### config.mk
export PLATFORM = sky130hd
export DESIGN_NAME = inst_mem_fetch
export DESIGN_NICKNAME = d
export VERILOG_FILES = /design/src/rtl/inst_mem_fetch.sv
export SDC_FILE = /design/constraint.sdc
export NUM_CORES = 2
export LEC_CHECK = 0
export ABC_CLOCK_PERIOD_IN_PS = 8100
export BUFFER_PORTS_ARGS = -buffer_cell sky130_fd_sc_hd__buf_2
export CAP_MARGIN = 20
export CORE_UTILIZATION = 60
export DETAILED_ROUTE_END_ITERATION = 10
export HOLD_SLACK_MARGIN = 0.02
export PLACE_DENSITY = 0.76
export SKIP_CTS_REPAIR_TIMING = 1
export SLEW_MARGIN = 20
export SYNTH_ARGS = -nofsm -noshare
export SYNTH_HDL_FRONTEND = slang
export SYNTH_SLANG_ARGS = --single-unit
### constraint.sdc
create_clock -name clk -period 8.1 [get_ports clk]
set_input_delay 1.62 -clock clk [delete_from_list [all_inputs] [get_ports clk]]
set_output_delay 1.62 -clock clk [all_outputs]
set_load 0.05 [all_outputs]
### src/rtl/inst_mem_fetch.sv
// Word-organised instruction memory for the fetch stage: NOP fill after reset,
// run-time program-load port and a registered, back-pressurable fetch handshake.
module inst_mem_fetch #(
  parameter int          DEPTH_WORDS = 64,
  parameter logic [31:0] BASE_ADDR   = 32'h0000_0000,
  parameter logic [31:0] NOP_WORD    = 32'h0000_0013,
  localparam int         AW          = $clog2(DEPTH_WORDS)
) (
  input  logic          clk,
  input  logic          reset,
  output logic          init_done,
  input  logic          fetch_req_valid,
  output logic          fetch_req_ready,
  input  logic [31:0]   PC,
  output logic          fetch_rsp_valid,
  input  logic          fetch_rsp_ready,
  output logic [31:0]   Instruction_Code,
  output logic [1:0]    fetch_fault,
  input  logic          load_en,
  input  logic [AW-1:0] load_addr,
  input  logic [31:0]   load_data
);

  typedef enum logic {S_INIT, S_RUN} state_t;

  localparam logic [31:0] SPAN_BYTES = 32'(DEPTH_WORDS) << 2;
  localparam logic [AW-1:0] LAST_IDX = AW'(DEPTH_WORDS - 1);

  state_t        state_q, state_d;
  logic [AW-1:0] fill_cnt;
  logic [31:0]   mem [DEPTH_WORDS];

  logic          mem_we;
  logic [AW-1:0] mem_waddr;
  logic [31:0]   mem_wdata;

  logic          accept;
  logic [31:0]   offset;
  logic [AW-1:0] word_idx;
  logic          misaligned;
  logic          out_of_range;
  logic [31:0]   rd_word;

  always_ff @(posedge clk) begin
    if (reset) begin
      state_q  <= S_INIT;
      fill_cnt <= '0;
    end else begin
      state_q <= state_d;
      if (state_q == S_INIT) begin
        fill_cnt <= fill_cnt + 1'b1;
      end
    end
  end

  always_comb begin
    state_d   = state_q;
    mem_we    = 1'b0;
    mem_waddr = load_addr;
    mem_wdata = load_data;
    case (state_q)
      S_INIT: begin
        mem_we    = !reset;
        mem_waddr = fill_cnt;
        mem_wdata = NOP_WORD;
        if (fill_cnt == LAST_IDX) begin
          state_d = S_RUN;
        end
      end
      S_RUN: begin
        mem_we = !reset && load_en;
      end
      default: state_d = S_INIT;
    endcase
  end

  assign init_done = (state_q == S_RUN);

  // Array has no reset; INIT overwrites every word before fetches are allowed.
  always_ff @(posedge clk) begin
    if (mem_we) begin
      mem[mem_waddr] <= mem_wdata;
    end
  end

  assign fetch_req_ready = (state_q == S_RUN) && (!fetch_rsp_valid || fetch_rsp_ready);
  assign accept          = fetch_req_valid && fetch_req_ready;

  // Once PC >= BASE_ADDR the subtraction cannot wrap, so comparing the offset
  // against the span is equivalent to a full 32-bit upper-bound check.
  assign offset       = PC - BASE_ADDR;
  assign word_idx     = offset[AW+1:2];
  assign misaligned   = (PC[1:0] != 2'b00);
  assign out_of_range = (PC < BASE_ADDR) || (offset >= SPAN_BYTES);
  assign rd_word      = mem[word_idx];

  always_ff @(posedge clk) begin
    if (reset) begin
      fetch_rsp_valid  <= 1'b0;
      Instruction_Code <= NOP_WORD;
      fetch_fault      <= 2'b00;
    end else if (accept) begin
      fetch_rsp_valid  <= 1'b1;
      fetch_fault      <= {out_of_range, misaligned};
      Instruction_Code <= (out_of_range || misaligned) ? NOP_WORD : rd_word;
    end else if (fetch_rsp_ready) begin
      fetch_rsp_valid <= 1'b0;
    end
  end

endmodule
==> results.py <==
metrics = {
    "place": {
        "place_congestion": 0.852,
        "portBuffers": 111,
        "place_area_um2": 83800,
        "place_hpwl_mm": 121,
    },
    "timing": {
        "drv_slew": 0,
        "worst_pin_slew_ns": 1.17,
        "tns_ns": 0,
        "fmax_mhz": 225,
        "finalCritPeriodShare": 0.548,
        "setup_viol": 0,
        "max_slew_margin": 0.218,
        "rsz0062_at_grt": "false",
        "final.setup_skew_ns": 0.0367,
        "hold_viol": 0,
        "fin_crit_ns": 4.44,
    },
    "cells_and_area": {
        "multiInputGateArea_um2": 17600,
        "drive_above_1_share": 0.258,
        "synthToLayoutAreaGrowth_pct": 11.5,
        "finish.instance_area_um2": 90100,
        "fillers": 8094,
        "regArea_um2": 62300,
        "fin_nets": 4134,
    },
    "floorplan": {
        "core_um2": 134000,
        "dieArea_um2": 136000,
        "io_pins": 112,
        "rows": 134,
        "start_util": 0.605,
        "die_w_um": 369,
        "die_h_um": 369,
    },
    "drt": {
        "wl_per_cell_um": 37.7,
        "drtIter0Drc": 7640,
        "vias_per_cell": 7.16,
        "vias": 43000,
        "drc_errors": 21,
        "wl_mm": 226,
        "firstDrtPassIters": 9,
        "drtAntennaViolNets": 0,
    },
    "grt": {
        "track_usage": 0.337,
        "grt_start_max_net_pins": 136,
        "antenna_found_initial": 11,
        "grt_first_pass_wirelength_mm": 316,
        "grt-ovfl-total": 0,
        "grt_pass1_vias": 42000,
    },
    "yosys": {
        "yosysTopAreaCell": "edfxtp_1",
        "synth.distinct_cells": 74,
        "syn-num-nets": 3903,
        "synth_warnings": 0,
        "synth-edff-count": 2048,
        "ys_seq_area_frac": 0.771,
        "postSynthCellCount": 3827,
        "synth_top_flop_cell": "edfxtp_1",
        "synthTopCellsByCount": "edfxtp_1, mux4_2, mux2i_1",
        "yosys-top-cells-area": "edfxtp_1, mux4_2, mux2i_1",
        "synth.avg_cell_area_um2": 21.1,
        "syn_area_um2": 80800,
        "async_flop_share": 0,
        "ys_ff_latch": 2090,
        "netlist.area_leader.share": 0.761,
        "yosysMostFrequentCell": "edfxtp_1",
    },
    "clock_network": {
        "cts_max_path_buffers": 3,
        "cts_root_buf": "clkbuf_16",
        "htree_levels": 4,
        "insertion_delay_ns": 0.85,
        "clk_pin_slew_ns": 0.06,
        "clkSinkCount": 2090,
        "cts_buffers": 197,
        "tritoncts": "yes",
    },
    "setup_path": {
        "worstSetupStartpoint": "PC[4]",
        "critical_path.max_fanout": 63,
        "crit_type": "in -> reg",
        "crit_required_ns": 8.88,
        "cp-end-kind": "register",
        "cp-start-kind": "primary input",
        "r2r_cells": 6,
        "regToRegStartpoint": "init_done",
        "worstPathArrival_ns": 5.22,
    },
    "min_path": {
        "holdPathStages": 1,
        "hold_class": "reg -> reg",
        "worstHoldStart": "Instruction_Code[12]",
    },
    "pwr": {
        "vdd_drop_max_mv": 0.219,
        "power_density_nw_per_um2": 238,
        "leakage_uw": 0.0330,
    },
    "outcome": {
        "status": "complete, but fails checks",
        "violations": "design-rule violations",
    },
    "job": {
        "max_cap_violations": 0,
    },
}
[logic make-up after synthesis]
family / Yosys count / share of synthesized area
adder cells (fa/ha/maj): 1 / 0.000155
AO/OA/AOI/OAI: 374 / 0.0333
buffers and inverters: 216 / 0.0186
multiplexers: 642 / 0.147
XOR/XNOR: 4 / 0.000434
AND/OR/NAND/NOR: 500 / 0.0292
flip-flops: 2090 / 0.771
[area by class of cell]
cell class,instances,area share
timing repair buffer,238,0.0182
antenna,5,0.000139
clock buffer,265,0.0585
tap,1768,0.0246
inverter,10,0.000444
multi-input combinational,1521,0.195
sequential,2090,0.692
clock inverter,103,0.0107
[layer usage]
layer,vias to the layer above,GRT usage,part of all wire
met5,-,0,0.00026
met4,8,0.161,0.055
met3,644,0.0949,0.15
met2,3680,0.503,0.46
met1,22100,0.465,0.34
li1,16500,-,-
[worst max-delay path, cell delays in order]
cell and delay [ns]:
buf_8 0.48, inv_2 0.47, buf_4 0.47, nand3_1 0.63, o22ai_1 0.29, a2111oi_2 0.87
a32o_1 0.27
[sequential cells by signal, indices dropped and copies added, names as in the netlist]
signal	flops
Instruction_Code	32
fetch_fault	2
fetch_rsp_valid	1
fill_cnt	6
init_done	1
mem	2048
[cells in the final DEF (no fill, tap or decap), types with 15 or more instances in the layout]
cell,instances
edfxtp_1,2048
mux4_2,435
mux2i_1,198
clkbuf_16,198
nand2_1,165
buf_4,118
buf_2,109
a22oi_1,105
nand3_1,69
nor2_4,65
clkbuf_1,61
a21oi_1,56
nor2_1,50
dfxtp_1,41
clkinv_2,37
clkinv_1,32
a221oi_1,31
nand4_1,25
o22ai_1,24
o21ai_1,24
o21ai_0,22
nor3_1,18
and2_4,15
and2_2,15
[stage by stage]
step           cells  hold slack (ns)  utilization  worst slack, ns  power, uW
3_3_place_gp    5623            0.490        0.627             2.05      12600
4_1_cts         5993            0.511        0.674             3.81      21400
5_1_grt         5995            0.532        0.674             3.67      21800
6_report        6000            0.495        0.674             3.66      21400
2_1_floorplan   3827            0.494            -             3.71      12400
3_5_place_dp    5625            0.496        0.627             2.94      12600
[final timing paths]
path,endpoint,slack [ns]
setup / recovery,Instruction_Code[22],3.66
hold / removal,Instruction_Code[12],0.49
setup reg to reg,mem[52][9],3.87
hold reg to reg,Instruction_Code[12],0.49
[power breakdown]
| group | leakage (uW) | internal (uW) | total (uW) | switching [uW] |
|---|---|---|---|---|
| registers | 0.0234 | 11700 | 11700 | 8.49 |
| clock network | 0.00304 | 5000 | 8990 | 3990 |
| logic | 0.00657 | 227 | 681 | 454 |
| total | 0.0330 | 16900 | 21400 | 4450 |
No activity file was read; power rests on OpenSTA's default activity.
